==> src/rtl/alu_exec_unit.sv <==
// Execute-stage ALU: single-cycle arithmetic/logic/compare, iterative one-bit-per-cycle shifter,
// valid/ready on both the operand side and the result side.
module alu_exec_unit #(
  parameter int XLEN = 32
) (
  input  logic            clk,
  input  logic            rst,
  input  logic            in_valid,
  output logic            in_ready,
  input  logic [3:0]      alu_sel,
  input  logic [XLEN-1:0] op_a,
  input  logic [XLEN-1:0] op_b,
  output logic            out_valid,
  input  logic            out_ready,
  output logic [XLEN-1:0] result,
  output logic            zf,
  output logic            cf,
  output logic            vf,
  output logic            sf,
  output logic            illegal,
  output logic [1:0]      dbg_state
);
  // Handshake: a transfer happens on a rising edge where valid and ready are both high;
  // valid may not depend on ready, and the initiator holds its payload until the transfer.

  localparam int SW = $clog2(XLEN);

  localparam logic [3:0] SEL_ADD  = 4'b0000;
  localparam logic [3:0] SEL_SUB  = 4'b0001;
  localparam logic [3:0] SEL_OR   = 4'b0100;
  localparam logic [3:0] SEL_AND  = 4'b0101;
  localparam logic [3:0] SEL_BR   = 4'b0110;
  localparam logic [3:0] SEL_XOR  = 4'b0111;
  localparam logic [3:0] SEL_SLL  = 4'b1000;
  localparam logic [3:0] SEL_SRL  = 4'b1001;
  localparam logic [3:0] SEL_SRA  = 4'b1011;
  localparam logic [3:0] SEL_SLT  = 4'b1101;
  localparam logic [3:0] SEL_SLTU = 4'b1111;

  typedef enum logic [1:0] {
    S_IDLE  = 2'd0,
    S_SHIFT = 2'd1,
    S_DONE  = 2'd2
  } state_t;

  state_t          state_q, state_d;
  logic [XLEN-1:0] sh_q, sh_d;
  logic [SW-1:0]   cnt_q, cnt_d;
  logic [3:0]      sel_q, sel_d;
  logic [XLEN-1:0] result_q, result_d;
  logic            zf_q, zf_d, cf_q, cf_d, vf_q, vf_d, sf_q, sf_d, ill_q, ill_d;

  logic [XLEN:0]   diff;
  logic            sub_c, sub_v, sub_s;
  logic [XLEN-1:0] alu_r;
  logic            alu_cmp, alu_ill, is_shift;
  logic [SW-1:0]   shamt;
  logic [XLEN-1:0] sh_next;

  // One subtractor feeds SUB, BRANCH, SLT and SLTU and their flags.
  always_comb begin
    diff  = {1'b0, op_a} + {1'b0, ~op_b} + {{XLEN{1'b0}}, 1'b1};
    sub_c = diff[XLEN];
    sub_s = diff[XLEN-1];
    sub_v = (op_a[XLEN-1] != op_b[XLEN-1]) && (diff[XLEN-1] != op_a[XLEN-1]);
    shamt = op_b[SW-1:0];
    is_shift = (alu_sel == SEL_SLL) || (alu_sel == SEL_SRL) || (alu_sel == SEL_SRA);
    alu_r   = '0;
    alu_cmp = 1'b0;
    alu_ill = 1'b0;
    case (alu_sel)
      SEL_ADD:          alu_r = op_a + op_b;
      SEL_SUB, SEL_BR: begin alu_r = diff[XLEN-1:0]; alu_cmp = 1'b1; end
      SEL_OR:           alu_r = op_a | op_b;
      SEL_AND:          alu_r = op_a & op_b;
      SEL_XOR:          alu_r = op_a ^ op_b;
      SEL_SLL, SEL_SRL, SEL_SRA: alu_r = op_a;
      SEL_SLT:  begin alu_r = {{(XLEN-1){1'b0}}, sub_s ^ sub_v}; alu_cmp = 1'b1; end
      SEL_SLTU: begin alu_r = {{(XLEN-1){1'b0}}, ~sub_c};       alu_cmp = 1'b1; end
      default:          alu_ill = 1'b1;
    endcase
  end

  always_comb begin
    case (sel_q)
      SEL_SLL: sh_next = {sh_q[XLEN-2:0], 1'b0};
      SEL_SRL: sh_next = {1'b0, sh_q[XLEN-1:1]};
      default: sh_next = {sh_q[XLEN-1], sh_q[XLEN-1:1]};
    endcase
  end

  always_comb begin
    state_d  = state_q;
    sh_d     = sh_q;
    cnt_d    = cnt_q;
    sel_d    = sel_q;
    result_d = result_q;
    zf_d     = zf_q;
    cf_d     = cf_q;
    vf_d     = vf_q;
    sf_d     = sf_q;
    ill_d    = ill_q;
    case (state_q)
      S_IDLE: begin
        if (in_valid) begin
          sel_d = alu_sel;
          if (is_shift && (shamt != '0)) begin
            sh_d    = op_a;
            cnt_d   = shamt;
            state_d = S_SHIFT;
          end else begin
            result_d = alu_r;
            zf_d     = (alu_r == '0) && !alu_ill;
            cf_d     = alu_cmp & sub_c;
            vf_d     = alu_cmp & sub_v;
            sf_d     = alu_cmp & sub_s;
            ill_d    = alu_ill;
            state_d  = S_DONE;
          end
        end
      end
      S_SHIFT: begin
        sh_d  = sh_next;
        cnt_d = cnt_q - {{(SW-1){1'b0}}, 1'b1};
        if (cnt_q == {{(SW-1){1'b0}}, 1'b1}) begin
          result_d = sh_next;
          zf_d     = (sh_next == '0);
          cf_d     = 1'b0;
          vf_d     = 1'b0;
          sf_d     = 1'b0;
          ill_d    = 1'b0;
          state_d  = S_DONE;
        end
      end
      S_DONE: begin
        if (out_ready) state_d = S_IDLE;
      end
      default: state_d = S_IDLE;
    endcase
  end

  always_ff @(posedge clk) begin
    if (rst) begin
      state_q  <= S_IDLE;
      sh_q     <= '0;
      cnt_q    <= '0;
      sel_q    <= '0;
      result_q <= '0;
      zf_q     <= 1'b0;
      cf_q     <= 1'b0;
      vf_q     <= 1'b0;
      sf_q     <= 1'b0;
      ill_q    <= 1'b0;
    end else begin
      state_q  <= state_d;
      sh_q     <= sh_d;
      cnt_q    <= cnt_d;
      sel_q    <= sel_d;
      result_q <= result_d;
      zf_q     <= zf_d;
      cf_q     <= cf_d;
      vf_q     <= vf_d;
      sf_q     <= sf_d;
      ill_q    <= ill_d;
    end
  end

  assign in_ready  = (state_q == S_IDLE);
  assign out_valid = (state_q == S_DONE);
  assign result    = result_q;
  assign zf        = zf_q;
  assign cf        = cf_q;
  assign vf        = vf_q;
  assign sf        = sf_q;
  assign illegal   = ill_q;
  assign dbg_state = state_q;

endmodule

==> config.mk <==
export PLATFORM = sky130hd
export DESIGN_NAME = alu_exec_unit
export DESIGN_NICKNAME = d
export VERILOG_FILES = /design/src/rtl/alu_exec_unit.sv
export SDC_FILE = /design/constraint.sdc
export NUM_CORES = 1
export LEC_CHECK = 0
export CAP_MARGIN = 20
export CORE_MARGIN = 1
export CORE_UTILIZATION = 50
export DETAILED_ROUTE_END_ITERATION = 6
export MAX_ROUTING_LAYER = met4
export PLACE_DENSITY = 0.68
export SETUP_SLACK_MARGIN = 0.05
export SLEW_MARGIN = 15
export SYNTH_ARGS = -nofsm -noshare
export SYNTH_HDL_FRONTEND = slang
export SYNTH_SLANG_ARGS = --single-unit
==> constraint.sdc <==
create_clock -name clk -period 4.8 [get_ports clk]
set_input_delay 0.96 -clock clk [delete_from_list [all_inputs] [get_ports clk]]
set_output_delay 0.96 -clock clk [all_outputs]
set_load 0.03 [all_outputs]
==> qor_table.md, run 1 <==
| Quantity | This run |
|---|---|
| Number of inserted diodes | 0 |
| Peak supply drop | 0.000174 V |
| Antenna violations before repair | 0 |
| TritonCTS clock tree | done |
| Number of max-cap violations | 0 |
| Worst-path cell with the longest stage delay | sky130_fd_sc_hd__clkdlybuf4s50_1 |
| Clock Skews | 9.41 ps |
| Total I/O pin count | 113 |
| Via total after detailed routing | 12049 |
| Hold-fix buffers, CTS | 0 |
| Count of unique library cells instantiated by Yosys | 81 |
| Detailed Route Iter0 Violations | 1487 |
| Top Family by Delay on Critical Path | compound AO/OA/AOI/OAI gates |
| Number of standard cells in the final layout excluding fillers | 1924 |
| Data arrival time of the critical path | 4940 ps |
| Post-DP HPWL | 31.3 mm |
| Die width | 142 um |
| Utilization of the core after routing | 67.8% |
| Least-Margin Pin Slew | 899 ps |
| Number of search-and-repair iterations in the first detailed-routing pass | 7 |
| Average wire per standard cell | 20.9 um |
| Sequential area share after synthesis | 16.3% |
| Post-synthesis average cell area | 6.83 um^2 |
| Hold Path Class | reg2reg |
| Worst Setup Slack post-DPL | -177 ps |
| WL final | 40.1 mm |
| Final count of negative-setup-slack endpoints | 0 |
| Most used DFF post-synth | sky130_fd_sc_hd__dfxtp_1 |
| CTS max path bufs | 2 |
| Overall fraction of global-route tracks in use | 40.7% |
| Post-route total power | 2.81 mW |
| Maximum fanout along the worst path | 13 |
| Core region area | 19000 um^2 |
| Normalized max-slew margin | 40.0% |
| Setup repair after global routing missed its margin | true |
| Maximum single-stage delay on the critical path | 490 ps |
| Initial core utilization | 51.7% |
| Post-synthesis instance area | 9830 um^2 |
| Clock network latency to the later pin of the worst-skew pair | 350 ps |
| Total power divided by cell area | 218 nW/um^2 |
| Antenna violation net count after detailed routing | 0 |
| Final hold viol count | 0 |
| Fraction of final layout cells with drive strength greater than 1 | 15.7% |
| Via count of the first global-routing pass | 11161 |
| Area Growth Syn to Fin | 31.1% |
| Post-synthesis simple-gate area fraction | 25.9% |
| Timing-limited maximum frequency | 0.215 GHz |
| Buffer type at the clock tree root | sky130_fd_sc_hd__clkbuf_16 |
| Part of the cycle the worst path needs | 97.1% |
| Critical Path Stages | 21 |
| Cells after Synth | 1439 |
| Largest family of logic cells by synthesized area | compound AO/OA/AOI/OAI gates |
| Synthesis-stage register bit count | 80 |
| Clock transition time at the flip-flop clock pins of the worst setup and hold paths | 60 ps |
| Post-Synthesis Net Count | 1627 |
| First-pass GRT wire length | 61.9 mm |
| Xor/xnor share of the synthesized area | 0.534% |
| R2R depth | 9 |
| Worst Setup Slack, final | 138 ps |
| Crit end category | register |
| Total Die Area | 20200 um^2 |
| Most Frequent Cell on Critical Path | sky130_fd_sc_hd__nor2_1 |
| Placed insts | 1905 |
| Leak | 5.56 nW |
| Mux share of post-synthesis cell area | 3.49% |
| Data required time of the worst path | 5080 ps |
| Post-synth EDFFs | 0 |
| Count of final max-slew check failures | 0 |
| Pin count of the biggest net entering global routing | 78 |
| Via density per instance | 6.26 |
| Total gr overflow | 0 |
| Share of flip-flops with an asynchronous set or reset after synthesis | 0% |
| Clock Sink Count | 80 |
| Violated checks | DRC |
| Total Nets Final | 1847 |
| Sequence of cells on the critical path | clkdlybuf4s50_1 > inv_1 > ha_1 > buf_4 > or3_1 > a31oi_1 > a211oi_2 > a31oi_4 > o21a_1 > o211a_1 > nor2_1 > o21bai_2 > fa_2 > a21oi_1 > a32oi_1 > o21ai_1 > nor2_1 > o21ai_2 > nor4b_2 > nand4_1 > o22ai_2 |
| Cts bufs inserted | 9 |
| Number of cells on the worst hold path | 2 |
| Clock H-tree levels | 3 |
| Worst Path Class, Setup | in2reg |
| Total buffers and inverters traversed by the critical path | 3 |
| Count of standard-cell rows | 50 |
| Count of filler cells inserted in the layout | 1732 |
| Minimum clock period | 4660 ps |
| Share of synthesized cell area in full adder, half adder and majority cells | 15.0% |
| Remaining routing DRC violations | 2 |
| Y dimension of the die | 142 um |
| Weighted congestion at the end of routability-driven global placement | 1.02 |
| Area fraction in compound gates after synthesis | 31.0% |
| Count of yosys warnings during synthesis | 0 |
| Launching element type of the critical path | input port |
| I/O Buffers | 112 |
| Result of the run | finished, violations left |
## Yosys cell counts (9+ instances only)
library cell | number | area, um^2
sky130_fd_sc_hd__nor2b_1 | 14 | 87.6
sky130_fd_sc_hd__mux2i_1 | 32 | 320
sky130_fd_sc_hd__nor3_1 | 57 | 285
sky130_fd_sc_hd__a22oi_1 | 18 | 135
sky130_fd_sc_hd__nand2_1 | 129 | 484
sky130_fd_sc_hd__nor2_1 | 189 | 709
sky130_fd_sc_hd__ha_1 | 113 | 1410
sky130_fd_sc_hd__a21oi_1 | 120 | 601
sky130_fd_sc_hd__o22ai_1 | 11 | 68.8
sky130_fd_sc_hd__clkbuf_1 | 74 | 278
sky130_fd_sc_hd__o21ai_0 | 89 | 445
sky130_fd_sc_hd__or3_1 | 12 | 75.1
sky130_fd_sc_hd__nand2b_1 | 18 | 113
sky130_fd_sc_hd__buf_1 | 9 | 33.8
sky130_fd_sc_hd__a211oi_1 | 47 | 353
sky130_fd_sc_hd__nand4_1 | 18 | 113
sky130_fd_sc_hd__o21bai_1 | 9 | 67.6
sky130_fd_sc_hd__nand3_1 | 39 | 195
sky130_fd_sc_hd__and2_1 | 12 | 75.1
sky130_fd_sc_hd__dfxtp_1 | 80 | 1600
sky130_fd_sc_hd__a31oi_1 | 11 | 68.8
sky130_fd_sc_hd__o31ai_1 | 13 | 97.6
sky130_fd_sc_hd__nor4_1 | 19 | 119
sky130_fd_sc_hd__a21o_1 | 18 | 135
sky130_fd_sc_hd__inv_1 | 99 | 372
sky130_fd_sc_hd__a221oi_1 | 22 | 193
sky130_fd_sc_hd__o211ai_1 | 11 | 82.6
sky130_fd_sc_hd__o21ai_1 | 13 | 65.1
## worst min-delay path, cell delays in order (launching register included)
cell and delay [ps]:
sky130_fd_sc_hd__dfxtp_1 310, sky130_fd_sc_hd__nand2_1 50, sky130_fd_sc_hd__a21oi_1 50
## layer usage
| metal | track usage [%] | part of all wire (%) | vias to the layer above |
|---|---|---|---|
| met1 | 54.5 | 43 | 5603 |
| li1 | - | - | 5651 |
| met2 | 62.3 | 44 | 706 |
| met5 | - | 0 | - |
| met4 | 12.2 | 2.8 | 0 |
| met3 | 6.66 | 11 | 89 |
## flip-flops by register name (all words and copies together) (netlist names), 2 cells and up
signal and cells:
cnt_q 5, dbg_state 2, result 32, sel_q 4
sh_q 32
## path summary, 6_finish.rpt
path	startpoint	endpoint	slack, ps
hold reg to reg	sf	sf	450
setup reg to reg	sel_q[1]	zf	1720
hold / removal	sf	sf	450
setup / recovery	op_a[16]	zf	140
## through the flow
step | TNS, ps | instance area (um^2) | hold slack [ps]
2_1_floorplan | 0 | 9830 | 432
3_3_place_gp | -175 | 12400 | 440
3_5_place_dp | -547 | 12400 | 447
4_1_cts | 0 | 12700 | 456
5_1_grt | -95.2 | 12900 | 471
6_report | 0 | 12900 | 454
## power breakdown
part,switching [mW],total (mW),internal [mW],leakage (nW)
clock,0.306,0.715,0.409,0.150
sequential,0.0304,0.739,0.709,0.653
combinational,0.803,1.36,0.554,4.76
## layout by cell type (no fill, tap or decap), types with 8 or more instances in the layout
master and count:
sky130_fd_sc_hd__a211oi_1 46, sky130_fd_sc_hd__a21o_1 18, sky130_fd_sc_hd__a21oi_1 116, sky130_fd_sc_hd__a221oi_1 22, sky130_fd_sc_hd__a22oi_1 18, sky130_fd_sc_hd__a31oi_1 8, sky130_fd_sc_hd__and2_1 12, sky130_fd_sc_hd__and3_1 8
sky130_fd_sc_hd__buf_4 188, sky130_fd_sc_hd__clkbuf_16 9, sky130_fd_sc_hd__clkdlybuf4s50_1 105, sky130_fd_sc_hd__dfxtp_1 80, sky130_fd_sc_hd__ha_1 104, sky130_fd_sc_hd__inv_1 93, sky130_fd_sc_hd__inv_2 8, sky130_fd_sc_hd__mux2i_1 32
sky130_fd_sc_hd__nand2_1 129, sky130_fd_sc_hd__nand2b_1 17, sky130_fd_sc_hd__nand3_1 39, sky130_fd_sc_hd__nand4_1 18, sky130_fd_sc_hd__nor2_1 189, sky130_fd_sc_hd__nor2b_1 13, sky130_fd_sc_hd__nor3_1 55, sky130_fd_sc_hd__nor4_1 16
sky130_fd_sc_hd__o211ai_1 11, sky130_fd_sc_hd__o21ai_0 88, sky130_fd_sc_hd__o21ai_1 12, sky130_fd_sc_hd__o21bai_1 8, sky130_fd_sc_hd__o22ai_1 11, sky130_fd_sc_hd__o31ai_1 12, sky130_fd_sc_hd__or3_1 12
## area by class of cell
class	count	area, um^2	share of cell area, %
clock buffer	9	225	1.75
clock inverter	7	78.8	0.611
inverter	101	379	2.94
multi-input combinational	1164	7700	59.7
sequential	80	1600	12.4
tap	260	325	2.52
timing repair buffer	303	2580	20.1
## cells by family after synthesis
kind of cell | after synthesis
fa+ha+maj | 116
simple gates | 546
mux | 34
xor+xnor | 6
compound gates | 462
flops | 80
buf+inv | 195
## repair_timing
item	in CTS	in global routing
resized for setup	0	41
buffers inserted	0	3
setup endpoints to repair	0	4
hold endpoints to repair	0	0
(Power assumes the default switching activity.)
==> inputs of run 2 (changes only) <==
--- a/config.mk
+++ b/config.mk
@@ -8,6 +8,7 @@
 export CAP_MARGIN = 20
 export CORE_MARGIN = 1
 export CORE_UTILIZATION = 50
+export CTS_CLUSTER_DIAMETER = 120
 export DETAILED_ROUTE_END_ITERATION = 6
 export MAX_ROUTING_LAYER = met4
 export PLACE_DENSITY = 0.68
==> constraint.sdc (replaced) <==
create_clock -name clk -period 4.5 [get_ports clk]
set_input_delay 0.9 -clock clk [delete_from_list [all_inputs] [get_ports clk]]
set_output_delay 0.9 -clock clk [all_outputs]
set_load 0.03 [all_outputs]
==> run 2 against run 1 <==
Net effect: the run now ends clean; clock power increased by 6.6%; critical path depth stayed put; critical path type unchanged; worst hold slack gained 3.3 ps; wire length up 2.7%; highest routed layer unchanged.
==> qor_table.md, run 2 (synthesis results as in run 1) <==
| Quantity | This run |
|---|---|
| Core region area | 19000 um^2 |
| Cts bufs inserted | 9 |
| Clock transition time at the flip-flop clock pins of the worst setup and hold paths | 60 ps |
| Number of inserted diodes | 0 |
| Total Negative Setup Slacks | 0 ps |
| Total power divided by cell area | 228 nW/um^2 |
| Total I/O pin count | 113 |
| Post-DP HPWL | 31.8 mm |
| Post-route total power | 3.11 mW |
| Clock Skews | 7.82 ps |
| Y dimension of the die | 142 um |
| Placed insts | 1958 |
| Area Growth Syn to Fin | 39.2% |
| Remaining routing DRC violations | 0 |
| Leak | 5.97 nW |
| Initial core utilization | 51.7% |
| Total Nets Final | 1906 |
| Post-Layout Inst Area | 13700 um^2 |
| Most common cell after layout, fill and taps aside | sky130_fd_sc_hd__buf_4 |
| Crit end category | register |
| Count of standard-cell rows | 50 |
| Antenna violations before repair | 0 |
| Final count of negative-setup-slack endpoints | 0 |
| Buffer type at the clock tree root | sky130_fd_sc_hd__clkbuf_16 |
| Launching element type of the critical path | input port |
| Least-Margin Pin Slew | 916 ps |
| Worst Setup Slack post-DPL | -449 ps |
| Total Die Area | 20200 um^2 |
| Post-placement cell area | 12800 um^2 |
| Total gr overflow | 0 |
| Timing-limited maximum frequency | 0.231 GHz |
| Via total after detailed routing | 12513 |
| Count of filler cells inserted in the layout | 1651 |
| Result of the run | complete, no violations |
| TritonCTS clock tree | done |
| Count of final max-slew check failures | 0 |
| Detailed Route Iter0 Violations | 1442 |
| First-pass GRT wire length | 62.9 mm |
| Die width | 142 um |
| Clock Sink Count | 80 |
| Antenna violation net count after detailed routing | 0 |
| CTS max path bufs | 2 |
| Worst Setup Slack, final | 162 ps |
| Average wire per standard cell | 20.8 um |
| Clock H-tree levels | 3 |
| Fraction of final layout cells with drive strength greater than 1 | 21.7% |
| Number of standard cells in the final layout excluding fillers | 1983 |
| Overall fraction of global-route tracks in use | 41.3% |
| Setup repair after global routing missed its margin | false |
| Pin count of the biggest net entering global routing | 78 |
| Worst Path Class, Setup | in2reg |
| Weighted congestion at the end of routability-driven global placement | 1.07 |
| Final hold viol count | 0 |
| Clock network latency to the later pin of the worst-skew pair | 350 ps |
| WL final | 41.2 mm |
| Part of the cycle the worst path needs | 96.4% |
| Minimum clock period | 4340 ps |
| Via count of the first global-routing pass | 11473 |
| Maximum fanout along the worst path | 10 |
| Peak supply drop | 0.000158 V |
| Hold Path Class | reg2reg |
| Number of max-cap violations | 0 |
| Normalized max-slew margin | 38.8% |
| Data required time of the worst path | 4770 ps |
| Via density per instance | 6.31 |
| I/O Buffers | 112 |
| Most frequent cells in the layout | 243 x sky130_fd_sc_hd__buf_4, 186 x sky130_fd_sc_hd__nor2_1, 128 x sky130_fd_sc_hd__nand2_1, 112 x sky130_fd_sc_hd__a21oi_1, 95 x sky130_fd_sc_hd__ha_1 |
| Number of search-and-repair iterations in the first detailed-routing pass | 5 |
| Data arrival time of the critical path | 4610 ps |
-- run 2: cell types whose count changed in the layout (fill, tap and decap cells not counted), moves of 9 or more --
cell and change:
sky130_fd_sc_hd__inv_2 +19, sky130_fd_sc_hd__dlygate4sd2_1 +14, sky130_fd_sc_hd__dlymetal6s2s_1 +10, sky130_fd_sc_hd__inv_1 -19
sky130_fd_sc_hd__clkdlybuf4s50_1 -24, sky130_fd_sc_hd__ha_1 -9, sky130_fd_sc_hd__ha_4 +9, sky130_fd_sc_hd__buf_4 +55
-- run 2: layout make-up --
type                       instances  area [um^2]  share of cell area (%)
clock inverter                     6         67.6                   0.494
clock buffer                      10          239                    1.75
sequential                        80         1600                    11.7
timing repair buffer             362         3050                    22.3
multi-input combinational       1164         8020                    58.6
tap                              260          325                    2.38
inverter                         101          379                    2.77
-- run 2: path summary, 6_finish.rpt --
check	slack [ps]	endpoint	from	depth (start not counted)
max	160	zf	op_a[20]	21
min	460	sel_q[2]	sel_q[2]	2
max reg2reg	1420	zf	sel_q[3]	9
min reg2reg	460	sel_q[2]	sel_q[2]	2
-- run 2: where the power goes --
group / total, mW / internal, mW / leakage (nW) / switching (mW)
combinational: 1.56 / 0.660 / 5.17 / 0.903
clock: 0.762 / 0.447 / 0.145 / 0.315
sequential: 0.790 / 0.756 / 0.653 / 0.0338
-- run 2: metal layers --
layer / GRT usage (%) / vias up / share of wire (%)
met4: 16.6 / 0 / 4.0
met3: 6.49 / 133 / 9.4
met1: 53.4 / 5887 / 42
met5: - / - / 0
li1: - / 5774 / -
met2: 64.0 / 719 / 44
-- run 2: what timing repair did --
item,in CTS,in global routing
pin swaps,20,23
hold buffers,0,0
resized for setup,71,67
endpoints found under the setup margin,4,12
setup buffers,5,4
-- run 2: per-stage QoR --
stage               hold slack, ps  util (%)
floorplan                      432         -
global placement               443      67.1
detailed placement             445      67.1
CTS                            454      70.4
global route                   490      72.0
finish                         457      72.0
-- run 2: worst max-delay path, cell delays in order --
cell	delay (ps)
sky130_fd_sc_hd__clkdlybuf4s50_1	470
sky130_fd_sc_hd__inv_1	60
sky130_fd_sc_hd__ha_1	300
sky130_fd_sc_hd__buf_4	180
sky130_fd_sc_hd__nor3_1	350
sky130_fd_sc_hd__o31ai_1	190
sky130_fd_sc_hd__a31oi_4	180
sky130_fd_sc_hd__o21a_1	190
sky130_fd_sc_hd__o211a_1	190
sky130_fd_sc_hd__nor2_1	40
sky130_fd_sc_hd__o21bai_1	160
sky130_fd_sc_hd__fa_2	230
sky130_fd_sc_hd__a21oi_2	50
sky130_fd_sc_hd__a32oi_1	190
sky130_fd_sc_hd__o21ai_1	90
sky130_fd_sc_hd__nor2_1	100
sky130_fd_sc_hd__o21ai_1	90
sky130_fd_sc_hd__buf_4	150
sky130_fd_sc_hd__nor4b_4	240
sky130_fd_sc_hd__nand4_1	130
sky130_fd_sc_hd__o22ai_2	110
